### src/rtl/tisc_pkg.sv
// tisc_pkg: types shared by the TISC control unit, datapath and ALU.
//   opcode_e  : instruction opcodes (4-bit encoding, zero-extended when the
//               opcode field is wider)
//   state_e   : multi-cycle control unit states
//   alu_op_e  : ALU operation select
//   pc_src_e  : PC next-value select
package tisc_pkg;

  localparam int OPC_ENC_W = 4;

  typedef enum logic [OPC_ENC_W-1:0] {
    OP_LOAD  = 4'd0,
    OP_STORE = 4'd1,
    OP_ADD   = 4'd2,
    OP_SUB   = 4'd3,
    OP_AND   = 4'd4,
    OP_OR    = 4'd5,
    OP_BEQ   = 4'd6,
    OP_JMP   = 4'd7,
    OP_HALT  = 4'd15
  } opcode_e;

  typedef enum logic [2:0] {
    ST_FETCH  = 3'd0,
    ST_DECODE = 3'd1,
    ST_EXEC   = 3'd2,
    ST_MEM    = 3'd3,
    ST_WB     = 3'd4,
    ST_HALT   = 3'd5
  } state_e;

  typedef enum logic [2:0] {
    ALU_ADD = 3'd0,
    ALU_SUB = 3'd1,
    ALU_AND = 3'd2,
    ALU_OR  = 3'd3
  } alu_op_e;

  typedef enum logic [1:0] {
    PC_SEQ    = 2'd0,
    PC_BRANCH = 2'd1,
    PC_JUMP   = 2'd2
  } pc_src_e;

endpackage

### src/rtl/multicycle_cu_if.sv
// multicycle_cu_if: bundle between the multi-cycle control unit and the rest
// of the core (fetch unit, data memory, ALU, register file, PC).
//   master : control unit side (drives fetch_req, pc/alu/mem/reg controls,
//            halted, illegal, retired; receives instr, instr_valid,
//            mem_ready, alu_zero)
//   slave  : core/environment side (the mirror image)
interface multicycle_cu_if #(
  parameter int INSTR_W = 16,
  parameter int CNT_W   = 16
);
  logic [INSTR_W-1:0] instr;
  logic               instr_valid;
  logic               mem_ready;
  logic               alu_zero;

  logic               fetch_req;
  logic               pc_en;
  logic [1:0]         pc_src;
  logic [2:0]         alu_op;
  logic               mem_read_en;
  logic               mem_write_en;
  logic               reg_write_en;
  logic               wb_sel;
  logic               halted;
  logic               illegal;
  logic [CNT_W-1:0]   retired;

  modport master (
    input  instr, instr_valid, mem_ready, alu_zero,
    output fetch_req, pc_en, pc_src, alu_op, mem_read_en, mem_write_en,
           reg_write_en, wb_sel, halted, illegal, retired
  );

  modport slave (
    output instr, instr_valid, mem_ready, alu_zero,
    input  fetch_req, pc_en, pc_src, alu_op, mem_read_en, mem_write_en,
           reg_write_en, wb_sel, halted, illegal, retired
  );
endinterface

### src/rtl/multicycle_cu.sv
// multicycle_cu: multi-cycle control unit for the TISC core. Steps each
// instruction through FETCH/DECODE/EXEC/MEM/WB, handshakes with instruction
// and data memory, and counts retired instructions.
//   clk  : clock, rising edge
//   rst  : asynchronous active-high reset
//   bus  : multicycle_cu_if.master (instr/instr_valid/mem_ready/alu_zero in;
//          fetch_req, pc_en, pc_src, alu_op, mem_read_en, mem_write_en,
//          reg_write_en, wb_sel, halted, illegal, retired out)
// Build option: define TISC_CU_ILLEGAL_TRAP_EN to halt on illegal opcodes and
// raise the sticky illegal flag; otherwise illegal opcodes execute as NOPs
// and illegal is tied 0.
//
// state  | meaning
// FETCH  | request instruction, wait for instr_valid
// DECODE | classify opcode, advance PC (or jump / halt)
// EXEC   | drive ALU; BEQ resolves here
// MEM    | hold data memory strobe until mem_ready
// WB     | one-cycle register-file write
// HALT   | core stopped until reset
module multicycle_cu
  import tisc_pkg::*;
#(
  parameter int INSTR_W  = 16,
  parameter int OPCODE_W = 4,
  parameter int CNT_W    = 16
) (
  input logic clk,
  input logic rst,
  multicycle_cu_if.master bus
);

  state_e              state_q, state_d;
  logic [OPCODE_W-1:0] op_q, op_d;
  logic [CNT_W-1:0]    retired_q, retired_d;
  logic                retire;

  logic    fetch_req, pc_en, mem_read_en, mem_write_en, reg_write_en;
  logic    wb_sel, halted;
  pc_src_e pc_src;
  alu_op_e alu_op;

  // Only the opcode field of the instruction is used by the control unit.
  if (INSTR_W > OPCODE_W) begin : g_unused_instr
    logic unused_instr_bits;
    assign unused_instr_bits = ^bus.instr[INSTR_W-1:OPCODE_W];
  end

  logic is_load, is_store, is_add, is_sub, is_and, is_or, is_beq, is_jmp;
  logic is_halt, is_legal;

  always_comb begin
    is_load  = (op_q == OPCODE_W'(OP_LOAD));
    is_store = (op_q == OPCODE_W'(OP_STORE));
    is_add   = (op_q == OPCODE_W'(OP_ADD));
    is_sub   = (op_q == OPCODE_W'(OP_SUB));
    is_and   = (op_q == OPCODE_W'(OP_AND));
    is_or    = (op_q == OPCODE_W'(OP_OR));
    is_beq   = (op_q == OPCODE_W'(OP_BEQ));
    is_jmp   = (op_q == OPCODE_W'(OP_JMP));
    is_halt  = (op_q == OPCODE_W'(OP_HALT));
    is_legal = is_load | is_store | is_add | is_sub | is_and | is_or |
               is_beq | is_jmp | is_halt;
  end

`ifdef TISC_CU_ILLEGAL_TRAP_EN
  logic illegal_q, illegal_d;
`endif

  always_comb begin
    state_d      = state_q;
    op_d         = op_q;
    retire       = 1'b0;
`ifdef TISC_CU_ILLEGAL_TRAP_EN
    illegal_d    = illegal_q;
`endif
    fetch_req    = 1'b0;
    pc_en        = 1'b0;
    pc_src       = PC_SEQ;
    alu_op       = ALU_ADD;
    mem_read_en  = 1'b0;
    mem_write_en = 1'b0;
    reg_write_en = 1'b0;
    wb_sel       = 1'b0;
    halted       = 1'b0;

    unique case (state_q)
      ST_FETCH: begin
        fetch_req = 1'b1;
        if (bus.instr_valid) begin
          op_d    = bus.instr[OPCODE_W-1:0];
          state_d = ST_DECODE;
        end
      end

      ST_DECODE: begin
        if (is_halt) begin
          state_d = ST_HALT;
        end else if (is_jmp) begin
          pc_en   = 1'b1;
          pc_src  = PC_JUMP;
          retire  = 1'b1;
          state_d = ST_FETCH;
        end else if (!is_legal) begin
`ifdef TISC_CU_ILLEGAL_TRAP_EN
          illegal_d = 1'b1;
          state_d   = ST_HALT;
`else
          pc_en   = 1'b1;
          retire  = 1'b1;
          state_d = ST_FETCH;
`endif
        end else begin
          pc_en   = 1'b1;
          state_d = ST_EXEC;
        end
      end

      ST_EXEC: begin
        if (is_sub || is_beq) alu_op = ALU_SUB;
        else if (is_and)      alu_op = ALU_AND;
        else if (is_or)       alu_op = ALU_OR;
        else                  alu_op = ALU_ADD;

        if (is_load || is_store) begin
          state_d = ST_MEM;
        end else if (is_beq) begin
          // Branch target select is the only output looking at a live input.
          if (bus.alu_zero) begin
            pc_en  = 1'b1;
            pc_src = PC_BRANCH;
          end
          retire  = 1'b1;
          state_d = ST_FETCH;
        end else begin
          state_d = ST_WB;
        end
      end

      ST_MEM: begin
        mem_read_en  = is_load;
        mem_write_en = !is_load;
        if (bus.mem_ready) begin
          if (is_load) begin
            state_d = ST_WB;
          end else begin
            retire  = 1'b1;
            state_d = ST_FETCH;
          end
        end
      end

      ST_WB: begin
        reg_write_en = 1'b1;
        wb_sel       = is_load;
        retire       = 1'b1;
        state_d      = ST_FETCH;
      end

      ST_HALT: begin
        halted = 1'b1;
      end

      default: begin
        state_d = ST_FETCH;
      end
    endcase
  end

  always_comb begin
    retired_d = retired_q;
    if (retire) retired_d = retired_q + CNT_W'(1);
  end

  always_ff @(posedge clk or posedge rst) begin
    if (rst) begin
      state_q   <= ST_FETCH;
      op_q      <= '0;
      retired_q <= '0;
    end else begin
      state_q   <= state_d;
      op_q      <= op_d;
      retired_q <= retired_d;
    end
  end

`ifdef TISC_CU_ILLEGAL_TRAP_EN
  always_ff @(posedge clk or posedge rst) begin
    if (rst) illegal_q <= 1'b0;
    else     illegal_q <= illegal_d;
  end
  assign bus.illegal = illegal_q;
`else
  assign bus.illegal = 1'b0;
`endif

  assign bus.fetch_req    = fetch_req;
  assign bus.pc_en        = pc_en;
  assign bus.pc_src       = pc_src;
  assign bus.alu_op       = alu_op;
  assign bus.mem_read_en  = mem_read_en;
  assign bus.mem_write_en = mem_write_en;
  assign bus.reg_write_en = reg_write_en;
  assign bus.wb_sel       = wb_sel;
  assign bus.halted       = halted;
  assign bus.retired      = retired_q;

endmodule

### src/flat_wrapper.sv
// flat-port wrapper written by rule: the top's interface ports become plain ports
module multicycle_cu_flat import tisc_pkg::*;
#(
  parameter int INSTR_W  = 16,
  parameter int OPCODE_W = 4,
  parameter int CNT_W    = 16
)
  (clk, rst, bus_instr, bus_instr_valid, bus_mem_ready, bus_alu_zero, bus_fetch_req, bus_pc_en, bus_pc_src, bus_alu_op, bus_mem_read_en, bus_mem_write_en, bus_reg_write_en, bus_wb_sel, bus_halted, bus_illegal, bus_retired);
  multicycle_cu_if #(.INSTR_W(INSTR_W), .CNT_W(CNT_W)) bus_i ();
  input logic clk;
  input logic rst;
  input wire logic [$bits(bus_i.instr)-1:0] bus_instr;
  input wire logic [$bits(bus_i.instr_valid)-1:0] bus_instr_valid;
  input wire logic [$bits(bus_i.mem_ready)-1:0] bus_mem_ready;
  input wire logic [$bits(bus_i.alu_zero)-1:0] bus_alu_zero;
  output wire logic [$bits(bus_i.fetch_req)-1:0] bus_fetch_req;
  output wire logic [$bits(bus_i.pc_en)-1:0] bus_pc_en;
  output wire logic [$bits(bus_i.pc_src)-1:0] bus_pc_src;
  output wire logic [$bits(bus_i.alu_op)-1:0] bus_alu_op;
  output wire logic [$bits(bus_i.mem_read_en)-1:0] bus_mem_read_en;
  output wire logic [$bits(bus_i.mem_write_en)-1:0] bus_mem_write_en;
  output wire logic [$bits(bus_i.reg_write_en)-1:0] bus_reg_write_en;
  output wire logic [$bits(bus_i.wb_sel)-1:0] bus_wb_sel;
  output wire logic [$bits(bus_i.halted)-1:0] bus_halted;
  output wire logic [$bits(bus_i.illegal)-1:0] bus_illegal;
  output wire logic [$bits(bus_i.retired)-1:0] bus_retired;
  assign bus_i.instr = bus_instr;
  assign bus_i.instr_valid = bus_instr_valid;
  assign bus_i.mem_ready = bus_mem_ready;
  assign bus_i.alu_zero = bus_alu_zero;
  assign bus_fetch_req = bus_i.fetch_req;
  assign bus_pc_en = bus_i.pc_en;
  assign bus_pc_src = bus_i.pc_src;
  assign bus_alu_op = bus_i.alu_op;
  assign bus_mem_read_en = bus_i.mem_read_en;
  assign bus_mem_write_en = bus_i.mem_write_en;
  assign bus_reg_write_en = bus_i.reg_write_en;
  assign bus_wb_sel = bus_i.wb_sel;
  assign bus_halted = bus_i.halted;
  assign bus_illegal = bus_i.illegal;
  assign bus_retired = bus_i.retired;
  multicycle_cu #(.INSTR_W(INSTR_W), .OPCODE_W(OPCODE_W), .CNT_W(CNT_W)) u_core (.clk(clk), .rst(rst), .bus(bus_i));
endmodule
### config.mk
export PLATFORM = sky130hd
export DESIGN_NAME = multicycle_cu_flat
export DESIGN_NICKNAME = d
export VERILOG_FILES = /design/src/rtl/tisc_pkg.sv /design/src/rtl/multicycle_cu_if.sv /design/src/rtl/multicycle_cu.sv /design/src/flat_wrapper.sv
export SDC_FILE = /design/constraint.sdc
export NUM_CORES = 1
export LEC_CHECK = 0
export BUFFER_PORTS_ARGS = -buffer_cell sky130_fd_sc_hd__buf_4
export CORE_MARGIN = 5
export CORE_UTILIZATION = 44
export CTS_CLUSTER_SIZE = 24
export DETAILED_ROUTE_END_ITERATION = 8
export HOLD_SLACK_MARGIN = 0.02
export PLACE_DENSITY = 0.76
export SYNTH_ARGS = -nofsm -noshare
export SYNTH_HDL_FRONTEND = slang
export SYNTH_SLANG_ARGS = --single-unit
### constraint.sdc
create_clock -name clk -period 2.2 [get_ports clk]
set_input_delay 0.22 -clock clk [delete_from_list [all_inputs] [get_ports clk]]
set_output_delay 0.22 -clock clk [all_outputs]
set_load 0.02 [all_outputs]
After elaboration in Yosys (flattened, before gate mapping):

Index checks and enable logic that the tools add are counted.

* add/sub/neg operators: 1
* equal/unequal tests: 15
* mux-type cells: 38
* bitwise operators: 9
* reduce and logical (&&, ||, !) cells: 7

Operators with widths (count)
* two-way mux 3 bit: 10
* two-way mux 1 bit: 18
* adder 16 x 1 -> 16 bit (second input constant): 1
* equality test 4 x 3 -> 1 bit (second input constant): 4
* case mux 3 bit (5 select lines): 1
* two-way mux 2 bit: 6
* equality test 4 x 2 -> 1 bit (second input constant): 2
* OR 1 bit: 8
* equality test 3 x 2 -> 1 bit (second input constant): 2
* equality test 3 bit (second input constant): 2
* equality test 4 x 1 -> 1 bit (second input constant): 1
* equality test 4 bit (second input constant): 1
* zero test 4 bit: 1
* inequality test 2 bit (second input constant): 2
* case mux 1 bit (4 select lines): 1
* case mux 2 bit (2 select lines): 1
* equality test 3 x 1 -> 1 bit (second input constant): 1
* zero test 3 bit: 1
* AND reduction 3 bit: 1
* logical OR 1 bit: 2
* case mux 1 bit (2 select lines): 1
* AND reduction 2 bit: 1
* zero test 1 bit: 1
* inverter 1 bit: 1

* flip-flop bits (word level): 23
* input bits: 21
* output and inout port bits: 29
* word-level logic and storage cells: 73

Longest topological paths before layout:

* depth in word-level cells: 13
* mapped depth: 7
* mapped depth without buffers: 5

Worst setup path after synthesis:

No wires, ideal clock.

* kind: register -> register
* start point: register u_core.op_q[1]
* end point: register u_core.retired_q[1], in the netlist u_core.bus.retired[1]
* library setup time: 0.128 ns
* arrival: 1.967 ns
* required time: 2.072 ns
* setup slack: 0.105 ns
* cell stages (with the launch flop): 7
* path buffers: 2
* period minus slack after synthesis: 2.095 ns
* path through: dfrtp_1 -> buf_6 -> or4_4 -> a41o_1 -> nor3_4 -> buf_6 -> mux2_1

* longest elaborated chain between the ends: 13
* elaborated cells on any way between the ends: 26
* those cells by class: eq/ne (8); mux (8); bitwise (8); reduce/logical (2)

RTL lines
* from (decl): line multicycle_cu.sv:33 `logic [OPCODE_W-1:0] op_q, op_d;`
* from (signal assigned): line multicycle_cu.sv:181 `op_q <= op_d;`
* equality test 4 x 1 -> 1 bit / zero test 4 bit (equally long branches): line multicycle_cu.sv:53, multicycle_cu.sv:52
* OR 1 bit (6 in series): line multicycle_cu.sv:61 `is_legal = is_load | is_store | is_add | is_sub | is_and | is_or |`
* OR 1 bit (2 in series): line multicycle_cu.sv:62 `is_beq | is_jmp | is_halt;`
* two-way mux 1 bit: line multicycle_cu.sv:103 `end else if (!is_legal) begin`
* two-way mux 1 bit: line multicycle_cu.sv:98 `end else if (is_jmp) begin`
* two-way mux 1 bit: line multicycle_cu.sv:96 `if (is_halt) begin`
* case mux 1 bit (4 select lines) *: line multicycle_cu.sv:86 `unique case (state_q)`
* to (signal assigned): line multicycle_cu.sv:182 `retired_q <= retired_d;`
* to (decl): line multicycle_cu.sv:34 `logic [CNT_W-1:0] retired_q, retired_d;`

Mark *: on every way between the ends. The rest lies on a longest branch, timed or not.
A chain may end at the register's enable or synchronous reset.

Worst setup path in the final report:

* start point: register u_core.op_q[0]
* end point: register u_core.retired_q[1], in the netlist u_core.bus.retired[1]

The elaborated chain is that of the path after synthesis.

==> flow_summary.ini <==
[status]
status = completed

[grt]
grt_usage_pct = 15.2
use_met2_pct = 27.1
grt_pass1_wl_um = 5120
busiest_layer = met2
grtUsageMet3_pct = 2.77
antenna_found_initial = 0
grt_pass1_vias = 1158
overflow = 0
use_met1_pct = 18.2
grt_max_degree = 24

[place]
pre_cts_ws_ns = 0.150
dpl-instance-area_um2 = 1650
place_hpwl_um = 2240
place_congestion = 0.876
io_buffers = 35

[clock_network]
cts_setup_buffers = 0
numCtsBuffers = 3
postCtsHoldBufs = 0
worstSkewPairLatency_ns = 0.32
clkTransAtPathRegs_ns = 0.13
cts_tree = yes
clkSinkCount = 23
htreeDepth = 1
clock-root-buffer = clkbuf_4
cts_max_path_buffers = 2

[drt]
detail-route-antenna-nets = 0
routed_wl_um = 2950
drc_errors = 0
dr.pass1.iters = 4
vias = 1136
drtIter0Drc = 89
vias_per_cell = 5.51
wl_per_cell_um = 14.3

[synth]
yosysWarnings = 0
syn_inst = 134
synth_area_um2 = 1330
synth.largest_area_cell = dfrtp_1
yosysSeqAreaShare_pct = 43.2
yosys.area.top_type_share_pct = 43.2
syn_area_per_cell_um2 = 9.94
yosysUniqueCellTypes = 38
ys_top_cells_by_area = dfrtp_1 (43%), xor2_1 (9.2%), mux2_2 (4.2%), nor4b_1 (3.9%), nor2_1 (3.1%)
synth-seq-cells = 23

[final_layout]
multiInputGateArea_um2 = 701
seq_area_um2 = 576
nFillCells = 274
fin_area_um2 = 1690
drive_gt1_share_pct = 31.8
diodes = 0
nNetsFinal = 196
final_cell_mix = buf_4 (42), dfrtp_1 (23), xor2_1 (14), nor2_1 (11), nand2_1 (8)
area_growth_pct = 26.9
mostFrequentLayoutCell = buf_4

[floorplan]
die_w_um = 65.0
die_y_um = 65.0
core_um2 = 2980
start_util_pct = 44.7
io_pins = 50
core.rowCount = 20
dieArea_um2 = 4230

[timing]
finalSetupViolCount = 0
maxSlewHeadroom_pct = 43.2
fin_crit_sh_pct = 94.1
max_slew.worst_pin.slew_ns = 0.851
rsz0062_at_grt = false
fin_ws_ns = 0.130
finalClockSkew_ns = 0.00793
timing.final.hold_violations = 0
setup-tns-final_ns = 0
max_freq_ghz = 0.483
drv_slew = 0
finalCriticalPeriod_ns = 2.07

[power]
power_density_nw_per_um2 = 1170
p_leak_nw = 0.862
ir_drop_uv = 710

[setup_path]
arrival_ns = 2.29
cp.required_ns = 2.42
path_class = register to register
crit_fanout = 16
start_kind = register
endpoint_kind = register

[worst_hold_path]
hold_class = primary input to asynchronous set/reset pin

[job]
drv_cap = 0
-- metal layers --
| layer | up-vias | routed length (um) |
|---|---|---|
| met5 | - | 0 |
| met3 | 6 | 180 |
| met1 | 544 | 1270 |
| li1 | 553 | - |
| met2 | 33 | 1450 |
| met4 | 0 | 42 |
-- repair_timing --
action	4_1_cts	5_1_grt
setup endpoints to repair	0	2
gates resized for setup	0	1
endpoints found under the hold margin	0	0
-- critical path, cell delays in order (launching register included) --
cell,delay [ns]
dfrtp_1,0.48
or4_4,0.55
a41o_1,0.28
nor3_4,0.16
buf_12,0.17
mux2_1,0.33
-- cell families (layout without fill, tap and decap cells) --
logic type               after synthesis  in the layout  share of synthesized area [%]
adder cells (fa/ha/maj)                1              1                          0.939
other                                  1              2                          0.281
XOR/XNOR                              16             16                           10.5
AO/OA/AOI/OAI                         13             13                           6.86
flip-flops                            23             23                           43.2
AND/OR/NAND/NOR                       63             63                           28.2
buffers and inverters                 11             49                           4.98
multiplexers                           6              6                           5.07
-- flip-flops by register name, summed over array words and instances (netlist names) --
signal	cells
u_core.bus.retired	16
u_core.op_q	4
u_core.state_q	3
-- synth_stat cells, drive strengths merged --
master / instances
nand3: 4
a221o: 1
clkbuf: 3
and4: 1
mux2: 6
a21oi: 5
and3: 5
nor4bb: 1
a22o: 1
nor4: 1
nand4: 2
nor4b: 6
buf: 6
nand2: 8
dfrtp: 23
a41o: 1
a21o: 1
nor2b: 6
o31ai: 1
o22ai: 1
o311ai: 1
a211oi: 1
nor2: 11
nand2b: 3
conb: 1
nor3: 7
or4: 1
inv: 2
xnor2: 2
ha: 1
nor3b: 4
xor2: 14
and2: 3
-- stage by stage --
stage / cells / utilization [%] / hold slack, ns / total power [W]
2_1_floorplan: 135 / - / 0.222 / 0.00141
3_3_place_gp: 202 / 55.5 / 0.429 / 0.00174
3_5_place_dp: 202 / 55.5 / 0.448 / 0.00178
4_1_cts: 206 / 56.6 / 0.0888 / 0.00198
5_1_grt: 206 / 56.8 / 0.109 / 0.00212
6_report: 206 / 56.8 / 0.0562 / 0.00198
-- report_power, final --
group / total, W / switching (W) / internal (W)
clock network: 0.000202 / 0.000133 / 0.0000695
registers: 0.000700 / 0.000167 / 0.000533
logic: 0.00107 / 0.000552 / 0.000523
-- layout make-up --
cell class / instances / area share (%)
multi-input cells: 101 / 41.5
clock buffers: 3 / 1.33
flip-flops and latches: 23 / 34.0
clock inverters: 1 / 0.444
well taps: 33 / 2.44
inverters: 2 / 0.444
repair buffers: 43 / 19.8
-- path summary, 6_finish.rpt --
kind                                        start                      to  slack (ns)  cells after the start
min in group clk                     bus_instr[3]          u_core.op_q[3]        0.12                      2
setup reg to reg                   u_core.op_q[0]   u_core.bus.retired[1]        0.13                      5
setup / recovery                   u_core.op_q[0]   u_core.bus.retired[1]        0.13                      5
hold reg to reg            u_core.bus.retired[15]  u_core.bus.retired[15]        0.48                      1
hold / removal                                rst          u_core.op_q[3]        0.06                      2
max in group asynchronous                     rst       u_core.state_q[0]        1.61                      2
Power figures use the tool's default switching activity.
